[src/rtl/ifetch_pkg.sv]
// ifetch_pkg: widths, constants and the fetch-buffer entry type shared by the fetch stage
package ifetch_pkg;
    localparam int XLEN = 32;
    localparam int INST_W = 32;
    localparam int PC_STEP = 4;
    localparam logic [XLEN-1:0] DEFAULT_RESET_PC = 32'h0000_0000;
    typedef struct packed {
        logic [XLEN-1:0]   pc;
        logic [INST_W-1:0] inst;
    } fetch_entry_t;
endpackage

[src/rtl/ifetch_fifo.sv]
// ifetch_fifo: DEPTH-entry circular FIFO with flush, used for fetched words and pending PCs
// Ports: clock/reset (async active-low), push/push_data, pop, flush (wins over push/pop),
//        head (oldest entry), count, empty, full.
module ifetch_fifo
    import ifetch_pkg::*;
#(
    parameter int DEPTH = 2,
    parameter type T = fetch_entry_t
) (
    input  logic                         clock,
    input  logic                         reset,
    input  logic                         push,
    input  logic                         pop,
    input  logic                         flush,
    input  T                             push_data,
    output T                             head,
    output logic [$clog2(DEPTH+1)-1:0]   count,
    output logic                         empty,
    output logic                         full
);
    localparam int CW = $clog2(DEPTH + 1);
    localparam int PW = DEPTH > 1 ? $clog2(DEPTH) : 1;

    T mem [DEPTH];
    logic [PW-1:0] wr_ptr, rd_ptr;

    function automatic logic [PW-1:0] nxt(input logic [PW-1:0] p);
        return p == PW'(DEPTH - 1) ? '0 : p + PW'(1);
    endfunction

    always_ff @(posedge clock)
        if (push && !flush) mem[wr_ptr] <= push_data;

    always_ff @(posedge clock or negedge reset) begin
        if (!reset) begin
            wr_ptr <= '0;
            rd_ptr <= '0;
            count  <= '0;
        end else if (flush) begin
            wr_ptr <= '0;
            rd_ptr <= '0;
            count  <= '0;
        end else begin
            if (push) wr_ptr <= nxt(wr_ptr);
            if (pop) rd_ptr <= nxt(rd_ptr);
            count <= count + CW'(push) - CW'(pop);
        end
    end

    assign head  = mem[rd_ptr];
    assign empty = count == '0;
    assign full  = count == CW'(DEPTH);
endmodule

[src/rtl/ifetch.sv]
// ifetch: instruction fetch stage that sequences the PC, issues in-order imem reads and buffers results for decode
// Ports: clock, reset (async active-low); io_pc in / io_pc_next out to the pc register;
//        io_imem_req_* request channel, io_imem_resp_* response channel (in order, no backpressure);
//        io_redirect_* redirect from later stages; io_inst_* valid/ready output to decode.
module ifetch
    import ifetch_pkg::*;
#(
    parameter int DEPTH = 2,
    parameter logic [XLEN-1:0] RESET_PC = DEFAULT_RESET_PC
) (
    input  logic              clock,
    input  logic              reset,
    input  logic [XLEN-1:0]   io_pc,
    output logic [XLEN-1:0]   io_pc_next,
    output logic              io_imem_req_valid,
    input  logic              io_imem_req_ready,
    output logic [XLEN-1:0]   io_imem_req_addr,
    input  logic              io_imem_resp_valid,
    input  logic [INST_W-1:0] io_imem_resp_data,
    input  logic              io_redirect_valid,
    input  logic [XLEN-1:0]   io_redirect_target,
    output logic              io_inst_valid,
    input  logic              io_inst_ready,
    output logic [INST_W-1:0] io_inst_data,
    output logic [XLEN-1:0]   io_inst_pc
);
    localparam int CW = $clog2(DEPTH + 1);

    fetch_entry_t    resp_entry, buf_head;
    logic [XLEN-1:0] pend_pc, target;
    logic [CW-1:0]   buf_count, outstanding, drop;
    logic [CW:0]     in_use;
    logic            buf_empty, buf_full, pend_empty, pend_full;
    logic            req_fire, resp_take, buf_push, buf_pop;

    assign target = io_redirect_target & ~XLEN'(3);
    assign io_imem_req_addr = {io_pc[XLEN-1:2], 2'b00};
    // The pending queue's occupancy is the in-flight request count.
    assign in_use = {1'b0, outstanding} + {1'b0, buf_count};
    // Credit is judged on registered occupancy only, so a same-cycle pop frees nothing.
    assign io_imem_req_valid = reset && !io_redirect_valid && !pend_full && in_use < (CW+1)'(DEPTH);
    assign req_fire = io_imem_req_valid && io_imem_req_ready;
    assign io_pc_next = !reset ? RESET_PC
                      : io_redirect_valid ? target
                      : req_fire ? io_pc + XLEN'(PC_STEP)
                      : io_pc;

    // Responses with nothing in flight (e.g. issued before reset) are ignored.
    assign resp_take  = io_imem_resp_valid && !pend_empty;
    assign buf_push   = resp_take && drop == '0 && !io_redirect_valid && !buf_full;
    assign resp_entry = '{pc: pend_pc, inst: io_imem_resp_data};

    assign io_inst_valid = !buf_empty && !io_redirect_valid;
    assign buf_pop       = io_inst_valid && io_inst_ready;
    assign io_inst_data  = buf_head.inst;
    assign io_inst_pc    = buf_head.pc;

    // On redirect every request still unanswered after this cycle must be discarded.
    always_ff @(posedge clock or negedge reset) begin
        if (!reset) drop <= '0;
        else if (io_redirect_valid) drop <= outstanding - CW'(resp_take);
        else if (resp_take && drop != '0) drop <= drop - CW'(1);
    end

    ifetch_fifo #(.DEPTH(DEPTH)) u_buf (
        .clock(clock),
        .reset(reset),
        .push(buf_push),
        .pop(buf_pop),
        .flush(io_redirect_valid),
        .push_data(resp_entry),
        .head(buf_head),
        .count(buf_count),
        .empty(buf_empty),
        .full(buf_full)
    );

    ifetch_fifo #(.DEPTH(DEPTH), .T(logic [XLEN-1:0])) u_pend (
        .clock(clock),
        .reset(reset),
        .push(req_fire),
        .pop(resp_take),
        .flush(1'b0),
        .push_data(io_imem_req_addr),
        .head(pend_pc),
        .count(outstanding),
        .empty(pend_empty),
        .full(pend_full)
    );
endmodule

[config.mk]
export PLATFORM = sky130hd
export DESIGN_NAME = ifetch
export DESIGN_NICKNAME = d
export VERILOG_FILES = /design/src/rtl/ifetch_pkg.sv /design/src/rtl/ifetch_fifo.sv /design/src/rtl/ifetch.sv
export SDC_FILE = /design/constraint.sdc
export NUM_CORES = 1
export LEC_CHECK = 0
export BUFFER_PORTS_ARGS = -buffer_cell sky130_fd_sc_hd__buf_2
export CAP_MARGIN = 20
export CORE_ASPECT_RATIO = 1.5
export CORE_UTILIZATION = 55
export CTS_CLUSTER_DIAMETER = 30
export DETAILED_ROUTE_END_ITERATION = 7
export PLACE_DENSITY_LB_ADDON = 0.05
export SLEW_MARGIN = 20
export SYNTH_ARGS = -nofsm -noshare
export SYNTH_HDL_FRONTEND = slang
export SYNTH_SLANG_ARGS = --single-unit
[constraint.sdc]
create_clock -name clock -period 7.61 [get_ports clock]
set_input_delay 0 -clock clock [delete_from_list [all_inputs] [get_ports clock]]
set_output_delay 0 -clock clock [all_outputs]
set_load 0.005 [all_outputs]
# After elaboration in Yosys (flattened, before gate mapping)

Memories as Yosys holds them, arrays and structs flattened.
Index checks and enable logic that the tools add are counted.

Output and inout bits: 130
Memory bits (writable): 188
Memories kept: 2
Latch bits: 0
Bits in read-only memories: 0
Flip-flop bits (word level): 10

Memories:

| name       | depth | width | read ports | clocked after memory_dff | write ports | line              | RTL |
|---|---|---|---|---|---|---|---|
| u_buf.mem  | 2     | 64    | 1          | 0                        | 1           | ifetch_fifo.sv:24 | `T mem [DEPTH];` |
| u_pend.mem | 2     | 30    | 1          | 0                        | 1           | ifetch_fifo.sv:24 |  |

Bitwise gates (word level): 0
Equality and inequality tests: 2
Reductions and logical operators: 24
$add $sub $neg: 12
Multiplexer cells: 18
Shifts and indexed selects: 0
$lt $le $gt $ge: 1
$mul: 0
Div/mod/pow operators: 0

Operator list:

| kind                                                                         | number |
|---|---|
| 32-bit two-way mux                                                           | 3 |
| 32-bit by 3-bit adder with 32-bit output, second input constant              | 1 |
| 1-bit logical AND                                                            | 12 |
| 1-bit two-way mux                                                            | 12 |
| 2-bit nonzero test                                                           | 4 |
| 2-bit logical NOT                                                            | 3 |
| 2-bit two-way mux                                                            | 3 |
| 2-bit by 1-bit subtractor with 2-bit output                                  | 3 |
| 1-bit logical NOT                                                            | 5 |
| 1-bit adder, second input constant                                           | 4 |
| 2-bit by 1-bit adder with 2-bit output                                       | 2 |
| 2-bit == test, second input constant                                         | 2 |
| 2-bit by 2-bit adder with 3-bit output                                       | 1 |
| 3-bit by 2-bit less-than comparator with 1-bit output, second input constant | 1 |
| 2-bit by 1-bit subtractor with 2-bit output, second input constant           | 1 |

# Longest topological paths before layout

Gate-level depths: netlist of the first run.

Word-level depth: 9
Gate-level depth with buffers: 10
Mapped depth without buffers: 9

# Hierarchy

Synthesis of the first run repeated with hierarchy kept, for this count alone.

Cells, all modules: 571
Area, all modules: 9311.4 um^2

Modules (own cells, without submodules):

| module                | sequential area each (um^2) | cells each | instances | area each (um^2) |
|---|---|---|---|---|
| ifetch_fifo at u_buf  | 3943.8                      | 218        | 1         | 5041.1 |
| ifetch_fifo at u_pend | 2021.9                      | 119        | 1         | 2678.8 |
| ifetch                | 50.0                        | 234        | 1         | 1591.5 |

# Worst setup path after synthesis of the first run

OpenSTA, ideal clock, no wires.

Kind: register -> register
Start point: register drop[0]
End point: memory u_buf.mem[0][0] in the netlist's numbering (enable)
Setup slack: 2.989 ns
Library setup time: 0.491 ns
Cell stages (with the launch flop): 6
Data arrival time: 4.130 ns
Buffers on the path: 0
Path through: dfrtp_1 -> inv_1 -> ha_1 -> inv_1 -> a2111oi_0 -> nor2b_1

Longest elaborated chain between the ends: 7

RTL lines:

| what                                    | line              | RTL |
|---|---|---|
| start, declared                         | ifetch.sv:31      | `logic [CW-1:0] buf_count, outstanding, drop;` |
| start signal, assigned                  | ifetch.sv:61      | `else if (io_redirect_valid) drop <= outstanding - CW'(resp_take);` |
| start signal, assigned                  | ifetch.sv:62      | `else if (resp_take && drop != '0) drop <= drop - CW'(1);` |
| 2-bit logical NOT                       | ifetch.sv:50      | `assign buf_push = resp_take && drop == '0 && !io_redirect_valid && !buf_full;` |
| 1-bit logical AND (3 in series)         | ifetch.sv:50      |  |
| 1-bit logical AND                       | ifetch_fifo.sv:32 | `if (push && !flush) mem[wr_ptr] <= push_data;` |
| 1-bit two-way mux                       | ifetch_fifo.sv:32 |  |
| 1-bit two-way mux (not written as such) | ifetch_fifo.sv:32 |  |
| end, declared                           | ifetch_fifo.sv:24 |  |

No other way between the ends.

# Worst setup path in the final report of the first run

Start point: register u_buf.count[0]
End point: output port io_pc_next[19]

Longest elaborated chain between the ends: 7

RTL lines:

| what                                                  | line              | RTL |
|---|---|---|
| start, declared                                       | ifetch_fifo.sv:17 | `output logic [$clog2(DEPTH+1)-1:0] count,` |
| start signal, assigned                                | ifetch_fifo.sv:46 | `count <= count + CW'(push) - CW'(pop);` |
| 2-bit by 2-bit adder with 3-bit output                | ifetch.sv:39      | `assign in_use = {1'b0, outstanding} + {1'b0, buf_count};` |
| 3-bit by 2-bit less-than comparator with 1-bit output | ifetch.sv:41      | `assign io_imem_req_valid = reset && !io_redirect_valid && !pend_full && in_use < (CW+1)'(DEPTH);` |
| 1-bit logical AND                                     | ifetch.sv:41      |  |
| 1-bit logical AND                                     | ifetch.sv:42      | `assign req_fire = io_imem_req_valid && io_imem_req_ready;` |
| 32-bit two-way mux                                    | ifetch.sv:45      | `: req_fire ? io_pc + XLEN'(PC_STEP)` |
| 32-bit two-way mux                                    | ifetch.sv:44      | `: io_redirect_valid ? target` |
| 32-bit two-way mux                                    | ifetch.sv:43      | `assign io_pc_next = !reset ? RESET_PC` |
| end, declared                                         | ifetch.sv:14      | `output logic [XLEN-1:0] io_pc_next,` |

No other way between the ends.

==> results.md, run 1 <==
* Die extent in y at 157 µm
* Avg WL per Cell at 18.3 µm
* Ys flop type: edfxtp_1
* GPL Wtd Cong at 0.880
* Max-slew headroom at 40.4%
* Pwr dens at 243 nW/µm²
* Clk root buf: clkbuf_16
* Area contributors post-synth: edfxtp_1, mux2_2, buf_4
* Initial drt markers at 338
* Clk_skew at 0.00846 ns
* Port bufs at 225
* I/O pin total at 232
* Vias/cell at 5.60
* Post-synth EDFFs at 184
* Hold path depth at 3
* Worst slew pin tran at 0.891 ns
* Leak at 0.00414 µW
* Global-route wire length before repair at 30,200 µm
* Post-Syn Area per Cell at 14.5 µm²
* RSZ-0062 raised after global routing: false
* GRT overflow at 0
* Number of global-route vias before repair at 6,087
* Sw Pwr at 733 µW
* Mapped cell area at 8780 µm²
* Post-synth top area cell: edfxtp_1
* Gate Count Post-Synth at 605
* Fraction of layout cells with a size suffix above 1 at 41.7%
* DRC Markers at 0
* Aggregate global-route resource usage at 24.1%
* Area grow syn2layout at 26.6%
* R2R cell count at 6
* Seq/Total Area, Yosys at 65.8%
* Pins Over Slew Limit at 0
* HPWL after DPL at 12,600 µm
* Async S/R FF share, synth at 5.15%
* CTS max path bufs at 2
* Vias post-DR at 6,018
* VDD IR max at 0.192 mV
* Unique masters post-synth at 52
* Largest net degree at the start of global routing at 64
* NumNets Final at 966
* Sequential fraction of design power at 48.1%
* CTS Buf Count at 17
* DRT antenna net count at 0
* Clk pwr share at 32.3%
* Initial Util at 56.2%
* H-tree Lvls at 4
* Worst R2R Start: drop[0]
* Flops & latches, synth at 194
* R2R Setup Slk at 4.80 ns
* Die Area at 16,500 µm²
* Crit path max fanout at 11
* Sw Ratio at 27.1%
* Final setup TNS at 0 ns
* CTS tree: done
* Placement Rows at 56
* Initial DRT Pass Iterations at 5
* Status: complete, no violations
* Reg2reg end: u_buf.mem[0][58]
* Synth top area share at 62.9%
* Worst path arrival time at 3.40 ns
* Crit share post-route at 44.7%
* Clock period minus worst slack at 3.40 ns
* FMAX at 294 MHz
* Worst endpoint required time at 7.61 ns
* Yosys warnings at 0
* CTS clk-pin slew, worst paths at 0.07 ns
* Slowest cell on the critical path: or4_1
* Worst hold path class: in -> reg
* Worst-skew pair later-pin latency at 0.43 ns
* Final hold vios at 0
* Hold Startpoint: io_imem_resp_valid
* Setup CP Type: reg -> out
* Internal power at 1970 µW
* Final WL at 19,600 µm
* Final setup fails at 0
* CP startpoint kind: flip-flop
* CP endpoint kind: primary output
* Die W at 105 µm
* Worst hold path endpoint: u_pend.rd_ptr
* Worst path cell trace: inv_1, nor2_1, fa_1, nor4b_2, nand3_1, or4_1, o2111a_1, buf_2
* CORE AREA at 15,600 µm²
* Maxcap violations at 0
* Max incr delay on CP at 0.62 ns
* CTS Sinks at 194
* Initial antenna violation count at 0
* Logic gate share of total power at 19.6%
* # diodes at 0
* Pwr Total at 2710 µW
-- Yosys cell counts, types with 12 or more instances --
cell type / number
edfxtp_1: 184
mux2_2: 92
buf_4: 34
o21ai_0: 30
clkbuf_1: 26
nor2_1: 22
nand2_1: 21
nand3_1: 14
inv_1: 12
nand4_1: 12
-- flip-flops by register name (all words and copies together) (netlist names) --
register	count
u_pend.mem	60
u_pend.count	2
u_buf.wr_ptr	1
u_buf.mem	124
u_buf.rd_ptr	1
drop	2
u_pend.wr_ptr	1
u_buf.count	2
u_pend.rd_ptr	1
-- kinds of logic after synthesis --
logic type | share of synthesized area [%]
simple gates | 9.29
fa+ha+maj | 0.941
compound gates | 6.16
xor+xnor | 1.10
flops | 65.8
buf+inv | 4.76
mux | 11.9
other cells | 0.0427
-- worst max-delay path, delay by kind of cell, from the launching register on --
family / cells / cell delay [ns]
buffers and inverters: 2 / 0.22
AND/OR/NAND/NOR: 4 / 1.65
AO/OA/AOI/OAI: 1 / 0.26
flip-flops: 1 / 0.38
adder cells (fa/ha/maj): 1 / 0.48
-- timing repair --
item                      4_1_cts  5_1_grt
hold buffers                   64        0
resized for setup               0        0
hold endpoints to repair      135        0
buffers inserted                0        0
-- cells in the final DEF, fill, tap and decap left out, types with 9 or more instances in the layout --
master         instances
buf_2                225
edfxtp_1             184
mux2_2                92
dlygate4sd3_1         64
o21ai_0               30
nor2_1                21
nand2_1               21
clkbuf_16             17
nand3_1               14
inv_1                 12
nand4_1               12
or3_1                 10
nor2b_1                9
nor4_1                 9
a211oi_1               9
a311oi_1               9
dfrtp_1                9
-- how the worst max path moves through the flow --
stage / from / end / slack, ns / cells after the start
floorplan: drop[0] / u_buf.mem[0][0] / 2.99 / 5
global placement: u_buf.count[0] / io_pc_next[19] / 4.66 / 8
detailed placement: drop[0] / u_buf.mem[0][22] / 4.61 / 6
CTS: u_buf.count[0] / io_pc_next[19] / 4.16 / 8
global route: u_buf.count[0] / io_pc_next[19] / 4.04 / 8
finish: u_buf.count[0] / io_pc_next[19] / 4.21 / 8
-- through the flow --
step | setup WS [ns] | hold WS, ns | cell area (µm²) | utilization (%) | cells
after floorplan | 2.99 | -0.296 | 8790 | - | 608
after global placement | 4.66 | 0.0430 | 9870 | 63.1 | 978
after detailed placement | 4.61 | 0.0432 | 9870 | 63.1 | 978
after CTS | 4.16 | 0.0108 | 11100 | 71.1 | 1074
after global routing | 4.04 | 0.0634 | 11100 | 71.1 | 1074
final | 4.21 | 0.0332 | 11100 | 71.1 | 1074
-- power by group through the flow --
stage	Clock (µW)	Sequential (µW)	Combinational, µW
3_5_place_dp	0	1320	501
5_1_grt	936	1310	577
2_1_floorplan	0	1320	332
3_3_place_gp	0	1320	487
6_report	875	1300	530
4_1_cts	892	1300	532
-- area by class of cell --
type	count	area [µm²]
Clock buffer	17	425
Clock inverter	15	181
Fill cell	1070	4510
Inverter	12	45.0
Multi-Input combinational cell	337	2610
Sequential cell	194	5780
Tap cell	203	254
Timing Repair Buffer	296	1820
-- per-layer routing --
layer | up-vias | track usage [%] | part of all wire (%)
li1 | 2829 | - | -
met1 | 2903 | 27.3 | 39
met2 | 247 | 44.1 | 53
met3 | 39 | 3.83 | 5.2
met4 | 0 | 11.7 | 2.9
met5 | - | 0 | 0
No activity file was read; power rests on OpenSTA's default activity.
==> inputs of run 2 (changes only) <==
--- a/config.mk
+++ b/config.mk
@@ -8,7 +8,7 @@
 export BUFFER_PORTS_ARGS = -buffer_cell sky130_fd_sc_hd__buf_2
 export CAP_MARGIN = 20
 export CORE_ASPECT_RATIO = 1.5
-export CORE_UTILIZATION = 55
+export CORE_UTILIZATION = 48
 export CTS_CLUSTER_DIAMETER = 30
 export DETAILED_ROUTE_END_ITERATION = 7
 export PLACE_DENSITY_LB_ADDON = 0.05
==> constraint.sdc (replaced) <==
create_clock -name clock -period 2.9 [get_ports clock]
set_input_delay 0 -clock clock [delete_from_list [all_inputs] [get_ports clock]]
set_output_delay 0 -clock clock [all_outputs]
set_load 0.005 [all_outputs]
==> results.md, run 2 (synthesized netlist as in run 1, its figures left out) <==
* Final WL at 20,400 µm (+3.8%)
* Most frequent cells in the layout: buf_2, edfxtp_1, mux2_2, dlygate4sd3_1, o21ai_0
* Initial drt markers at 378 (+12%)
* I/O pin total at 232 (unchanged)
* Final setup TNS at 0 ns (unchanged)
* Largest net degree at the start of global routing at 64 (unchanged)
* CTS Buf Count at 17 (unchanged)
* Global-route wire length before repair at 31,000 µm (+2.6%)
* Clock period minus worst slack at 2.82 ns
* Worst hold path class: in -> async
* RSZ-0062 raised after global routing: true
* CTS Sinks at 194 (unchanged)
* Max reg flops at 124 (unchanged)
* CTS max path bufs at 2 (unchanged)
* Avg WL per Cell at 18.4 µm (+0.89%)
* Met1 Wirelength at 7780 µm (+0.62%)
* Met2 wire length at 11,000 µm (+7.0%)
* Vias post-DR at 6,137 (+2.0%)
* End-of-flow core utilization at 63.6% (-7.6 points)
* VDD IR max at 0.424 mV (+120%)
* CP startpoint kind: flip-flop
* Sw Pwr at 1910 µW (+160%)
* Initial antenna violation count at 0 (unchanged)
* H-tree Lvls at 4 (unchanged)
* Logic gate share of total power at 19.9% (+0.3 points)
* FMAX at 354 MHz
* HPWL after DPL at 13,400 µm (+7.0%)
* Final hold vios at 0 (unchanged)
* CP endpoint kind: primary output
* Worst hold margin at 0.0347 ns (+0.00151 ns)
* DRT antenna net count at 0 (unchanged)
* Placement Rows at 60 (+7.1%)
* Worst R2R Start: drop[0]
* Clk root buf: clkbuf_16
* Initial Util at 48.9% (-7.3 points)
* Internal power at 5310 µW (+170%)
* Max-slew headroom at 35.2% (-5.2 points)
* Area grow syn2layout at 30.0%
* Clk pwr share at 32.1% (-0.2 points)
* Leak at 0.00428 µW (+3.3%)
* Port bufs at 225 (unchanged)
* Vias/cell at 5.55 (-0.88%)
* Worst slew pin tran at 0.963 ns (+0.0716 ns)
* DR WL met3 at 1050 µm (+3.7%)
* R2R Setup Slk at 0.53 ns (-4.27 ns)
* Multi-input logic area at 2690 µm² (+2.9%)
* Number of global-route vias before repair at 6,233 (+2.4%)
* Sequential fraction of design power at 48.1% (about the same)
* Pins Over Slew Limit at 0 (unchanged)
* Fillcell total at 1,374 (+28%)
* Clk_skew at 0.0145 ns (+0.00602 ns)
* Top sig layer: met4
* Maxcap violations at 0 (unchanged)
* Worst-skew pair later-pin latency at 0.43 ns (about the same)
* Final Cell Area at 11,400 µm² (+2.6%)
* Worst endpoint required time at 2.90 ns (-4.71 ns)
* NumNets Final at 983 (+1.8%)
* DRC Markers at 0 (unchanged)
* Fraction of layout cells with a size suffix above 1 at 44.4% (+2.7 points)
* Dpl cells at 1,001 (+2.4%)
* CORE AREA at 17,900 µm² (+15%)
* Final setup fails at 0 (unchanged)
* # diodes at 0 (unchanged)
* Leading cell type in the layout, fill and taps excluded: buf_2
* Worst path arrival time at 2.82 ns (-0.58 ns)
* Status: complete, no violations
* Setup CP Type: reg -> out
* CTS tree: done
* Die Area at 18,800 µm² (+14%)
* Crit path max fanout at 6 (-5)
* Initial DRT Pass Iterations at 4 (-1)
* Storage cell area at 5780 µm² (unchanged)
* Reg2reg end: u_buf.mem[1][43]
* GPL Wtd Cong at 0.986 (+12%)
* Top reg by flops: u_buf.mem
* Die extent in y at 168 µm (+7.0%)
* Aggregate global-route resource usage at 21.6% (-2.5 points)
* CTS clk-pin slew, worst paths at 0.08 ns (about the same)
* Die W at 112 µm (+6.9%)
* Crit share post-route at 97.4%
* Biggest regs: u_buf.mem: 124 flops, u_pend.mem: 60 flops
* Final cell count without fillers at 1,105 (+2.9%)
* DP Area at 10,000 µm² (+1.6%)
* Pwr dens at 632 nW/µm² (+160%)
* GRT overflow at 0 (unchanged)
* R2R cell count at 7 (+1)
* Sw Ratio at 26.4% (-0.66 points)
[run 2: worst max-delay path by stage]
stage | startpoint | to | slack, ns | depth (start not counted)
3_3_place_gp | u_buf.count[0] | io_pc_next[28] | 0.51 | 9
3_5_place_dp | u_buf.count[0] | io_pc_next[27] | 0.48 | 9
5_1_grt | u_buf.count[0] | io_pc_next[27] | -0.05 | 9
4_1_cts | u_buf.count[0] | io_pc_next[27] | 0.03 | 9
6_report | u_buf.count[0] | io_pc_next[27] | 0.08 | 9
2_1_floorplan | drop[0] | u_buf.mem[0][0] | 0.09 | 5
[run 2: power by group through the flow]
stage                     Clock, µW  Combinational (µW)  Sequential [µW]
after global placement            0                1290             3520
final                          2310                1430             3470
after detailed placement          0                1330             3540
after floorplan                   0                 873             3450
after CTS                      2360                1400             3470
after global routing           2460                1560             3490
[run 2: worst max-delay path, cell delays in order, from the launching register on]
cell	delay [ns]
dfrtp_1	0.39
inv_2	0.08
nor2_2	0.05
fa_1	0.51
nor4b_2	0.32
buf_4	0.18
nand4_1	0.19
or4_1	0.48
nand3_1	0.10
buf_2	0.12
[run 2: cell type report]
| cell class | instances | area share, % |
|---|---|---|
| sequential | 194 | 50.6 |
| multi-input combinational | 337 | 23.6 |
| timing repair buffer | 313 | 17.8 |
| inverter | 12 | 0.395 |
| tap | 217 | 2.38 |
| clock inverter | 14 | 1.50 |
| clock buffer | 18 | 3.76 |
[run 2: what timing repair did]
action | in CTS | in global routing
resized for setup | 0 | 17
buffers inserted | 0 | 8
hold buffers | 64 | 0
pin swaps | 1 | 15
setup endpoints to repair | 3 | 13
endpoints found under the hold margin | 135 | 0
[run 2: metrics by stage]
stage | setup slack, ns | total power [µW]
global placement | 0.507 | 4810
detailed placement | 0.484 | 4860
floorplan | 0.0879 | 4330
global route | -0.0464 | 7510
finish | 0.0754 | 7210
CTS | 0.0303 | 7240
[run 2: per-layer routing]
layer | up-vias | GRT usage (%)
met5 | - | 0
met4 | 0 | 9.04
met3 | 44 | 4.31
met2 | 241 | 40.7
met1 | 3005 | 23.4
li1 | 2847 | -
==> inputs of run 3 (changes only) <==
--- a/config.mk
+++ b/config.mk
@@ -5,12 +5,12 @@
 export SDC_FILE = /design/constraint.sdc
 export NUM_CORES = 1
 export LEC_CHECK = 0
-export BUFFER_PORTS_ARGS = -buffer_cell sky130_fd_sc_hd__buf_2
 export CAP_MARGIN = 20
 export CORE_ASPECT_RATIO = 1.5
-export CORE_UTILIZATION = 48
+export CORE_UTILIZATION = 55
 export CTS_CLUSTER_DIAMETER = 30
 export DETAILED_ROUTE_END_ITERATION = 7
+export DONT_BUFFER_PORTS = 1
 export PLACE_DENSITY_LB_ADDON = 0.05
 export SLEW_MARGIN = 20
 export SYNTH_ARGS = -nofsm -noshare
==> results.md, run 3 (synthesized netlist as in run 1, its figures left out) <==
* Sequential fraction of design power at 49.4% (+1.3 points)
* CP startpoint kind: flip-flop
* DRT antenna net count at 0 (unchanged)
* Most frequent cells in the layout: edfxtp_1, mux2_2, dlygate4sd3_1, o21ai_0, nand2_1
* Initial Util at 56.2% (+7.3 points)
* Worst slew pin tran at 0.871 ns (-0.0917 ns)
* DRC Markers at 0 (unchanged)
* Leak at 0.00336 µW (-22%)
* Largest net degree at the start of global routing at 45 (-30%)
* # diodes at 0 (unchanged)
* Port bufs at 0 (-100%)
* Final hold vios at 0 (unchanged)
* CP endpoint kind: primary output
* VDD IR max at 0.348 mV (-18%)
* Final setup fails at 0 (unchanged)
* Vias/cell at 6.15 (+11%)
* Worst hold margin at 0.0000199 ns (-0.0347 ns)
* Placement Rows at 56 (-6.7%)
* Aggregate global-route resource usage at 23.3% (+1.7 points)
* Leading cell type in the layout, fill and taps excluded: edfxtp_1
* Final cell count without fillers at 867 (-22%)
* Crit share post-route at 98.2% (+0.75 points)
* Sw Ratio at 25.1% (-1.3 points)
* GRT overflow at 0 (unchanged)
* Fraction of layout cells with a size suffix above 1 at 25.6% (-19 points)
* Initial drt markers at 341 (-9.8%)
* Clock period minus worst slack at 2.85 ns (+0.0218 ns)
* Internal power at 5190 µW (-2.1%)
* NumNets Final at 760 (-23%)
* Number of global-route vias before repair at 5,517 (-11%)
* Crit path max fanout at 7 (+1)
* Sw Pwr at 1740 µW (-8.7%)
* Global-route wire length before repair at 29,200 µm (-6.0%)
* CTS Sinks at 194 (unchanged)
* Clk pwr share at 33.4% (+1.3 points)
* Worst path cell trace: inv_2, nor2_4, fa_1, nor4b_4, nand3_2, buf_4, o41a_1, a211oi_2
* H-tree Lvls at 4 (unchanged)
* Pwr Total at 6930 µW (-3.9%)
* RSZ-0062 raised after global routing: true
* Initial antenna violation count at 0 (unchanged)
* CTS Buf Count at 17 (unchanged)
* Top reg by flops: u_buf.mem
* I/O pin total at 232 (unchanged)
* Max incr delay on CP at 0.52 ns (about the same)
* Die W at 105 µm (-6.5%)
* Worst hold path class: in -> out
* Pins Over Slew Limit at 0 (unchanged)
* Maxcap violations at 0 (unchanged)
* Final WL at 18,900 µm (-7.4%)
* Pwr dens at 675 nW/µm² (+6.8%)
* Max reg flops at 124 (unchanged)
* Die extent in y at 157 µm (-6.5%)
* Dpl cells at 764 (-24%)
* Slowest cell on the critical path: fa_1
* Area grow syn2layout at 17.0%
* Avg WL per Cell at 21.8 µm (+18%)
* Worst path arrival time at 2.85 ns (+0.03 ns)
* CORE AREA at 15,600 µm² (-13%)
* CTS tree: done
* Logic gate share of total power at 17.1% (-2.8 points)
* GPL Wtd Cong at 0.875 (-11%)
* CTS clk-pin slew, worst paths at 0.07 ns (about the same)
* FMAX at 351 MHz (-0.77%)
* CTS max path bufs at 2 (unchanged)
* Vias post-DR at 5,333 (-13%)
* Die Area at 16,500 µm² (-13%)
* Status: complete, no violations
* HPWL after DPL at 12,200 µm (-9.2%)
* Setup CP Type: reg -> out
* Worst endpoint required time at 2.90 ns (about the same)
* Initial DRT Pass Iterations at 4 (unchanged)
* Worst-skew pair later-pin latency at 0.42 ns (about the same)
* Max-slew headroom at 41.4% (+6.2 points)
* Final setup TNS at 0 ns (unchanged)
* Clk_skew at 0.0129 ns (-0.00160 ns)
* Biggest regs: u_buf.mem: 124 flops, u_pend.mem: 60 flops
* Clk root buf: clkbuf_16
==> run 3: cell count changes in the layout (fill, tap and decap cells not counted), sizes merged <==
cell,delta
inv,-1
bufinv,+1
clkbuf,-1
dlygate4sd3,+3
clkinvlp,+2
clkinv,-2
buf,-226
==> run 3: power by group through the flow <==
stage / Sequential (µW) / Clock, µW / Combinational, µW
after floorplan: 3450 / 0 / 873
after global placement: 3480 / 0 / 1040
after detailed placement: 3490 / 0 / 1060
after CTS: 3430 / 2370 / 1170
after global routing: 3440 / 2490 / 1290
final: 3430 / 2320 / 1190
==> run 3: final timing paths <==
| check | endpoint | from | cells after the start | slack, ns |
|---|---|---|---|---|
| max | io_pc_next[21] | u_buf.count[0] | 8 | 0.05 |
| min | io_imem_req_addr[6] | io_pc[6] | 0 | 0.00002 |
| max in group asynchronous | u_buf.rd_ptr | reset | 2 | 1.97 |
| min reg2reg | u_pend.rd_ptr | u_pend.rd_ptr | 1 | 0.47 |
| min in group asynchronous | u_pend.wr_ptr | reset | 2 | 0.53 |
| max reg2reg | u_pend.mem[1][15] | u_buf.count[0] | 7 | 0.53 |
==> run 3: repair_timing <==
action	in CTS	in global routing
setup endpoints to repair	3	14
pin swaps	0	4
resized for setup	3	18
hold buffers	67	0
buffers inserted	1	4
endpoints found under the hold margin	140	0
==> run 3: final cells by class <==
cell class | instances | area (µm²)
sequential | 194 | 5780
fill | 1162 | 5360
multi-input combinational | 337 | 2700
timing repair buffer | 90 | 897
clock buffer | 17 | 425
tap | 203 | 254
clock inverter | 14 | 169
inverter | 12 | 45.0
==> run 3: stage by stage <==
stage          setup slack [ns]  instance area, µm²  util [%]
2_1_floorplan            0.0879                8800         -
3_5_place_dp              0.383                8870      56.8
5_1_grt                 -0.0170               10300      65.7
6_report                 0.0536               10300      65.7
4_1_cts                  0.0353               10200      65.1
3_3_place_gp              0.391                8870      56.8
==> run 3: metal layers <==
metal  GRT usage, %  part of all wire [%]  up-vias
met2           41.6                    52      234
met4           10.3                   2.2        0
met5              0                     0        -
met3           5.75                   5.7       33
li1               -                     -     2403
met1           26.5                    40     2663
==> run 3: worst max-delay path, delay by kind of cell, from the launching register on <==
family / cells / cell delay, ns
DFF: 1 / 0.40
buffers and inverters: 2 / 0.31
adders and majority gates: 1 / 0.52
AOI/OAI and AO/OA: 2 / 0.63
and+or+nand+nor: 3 / 0.58
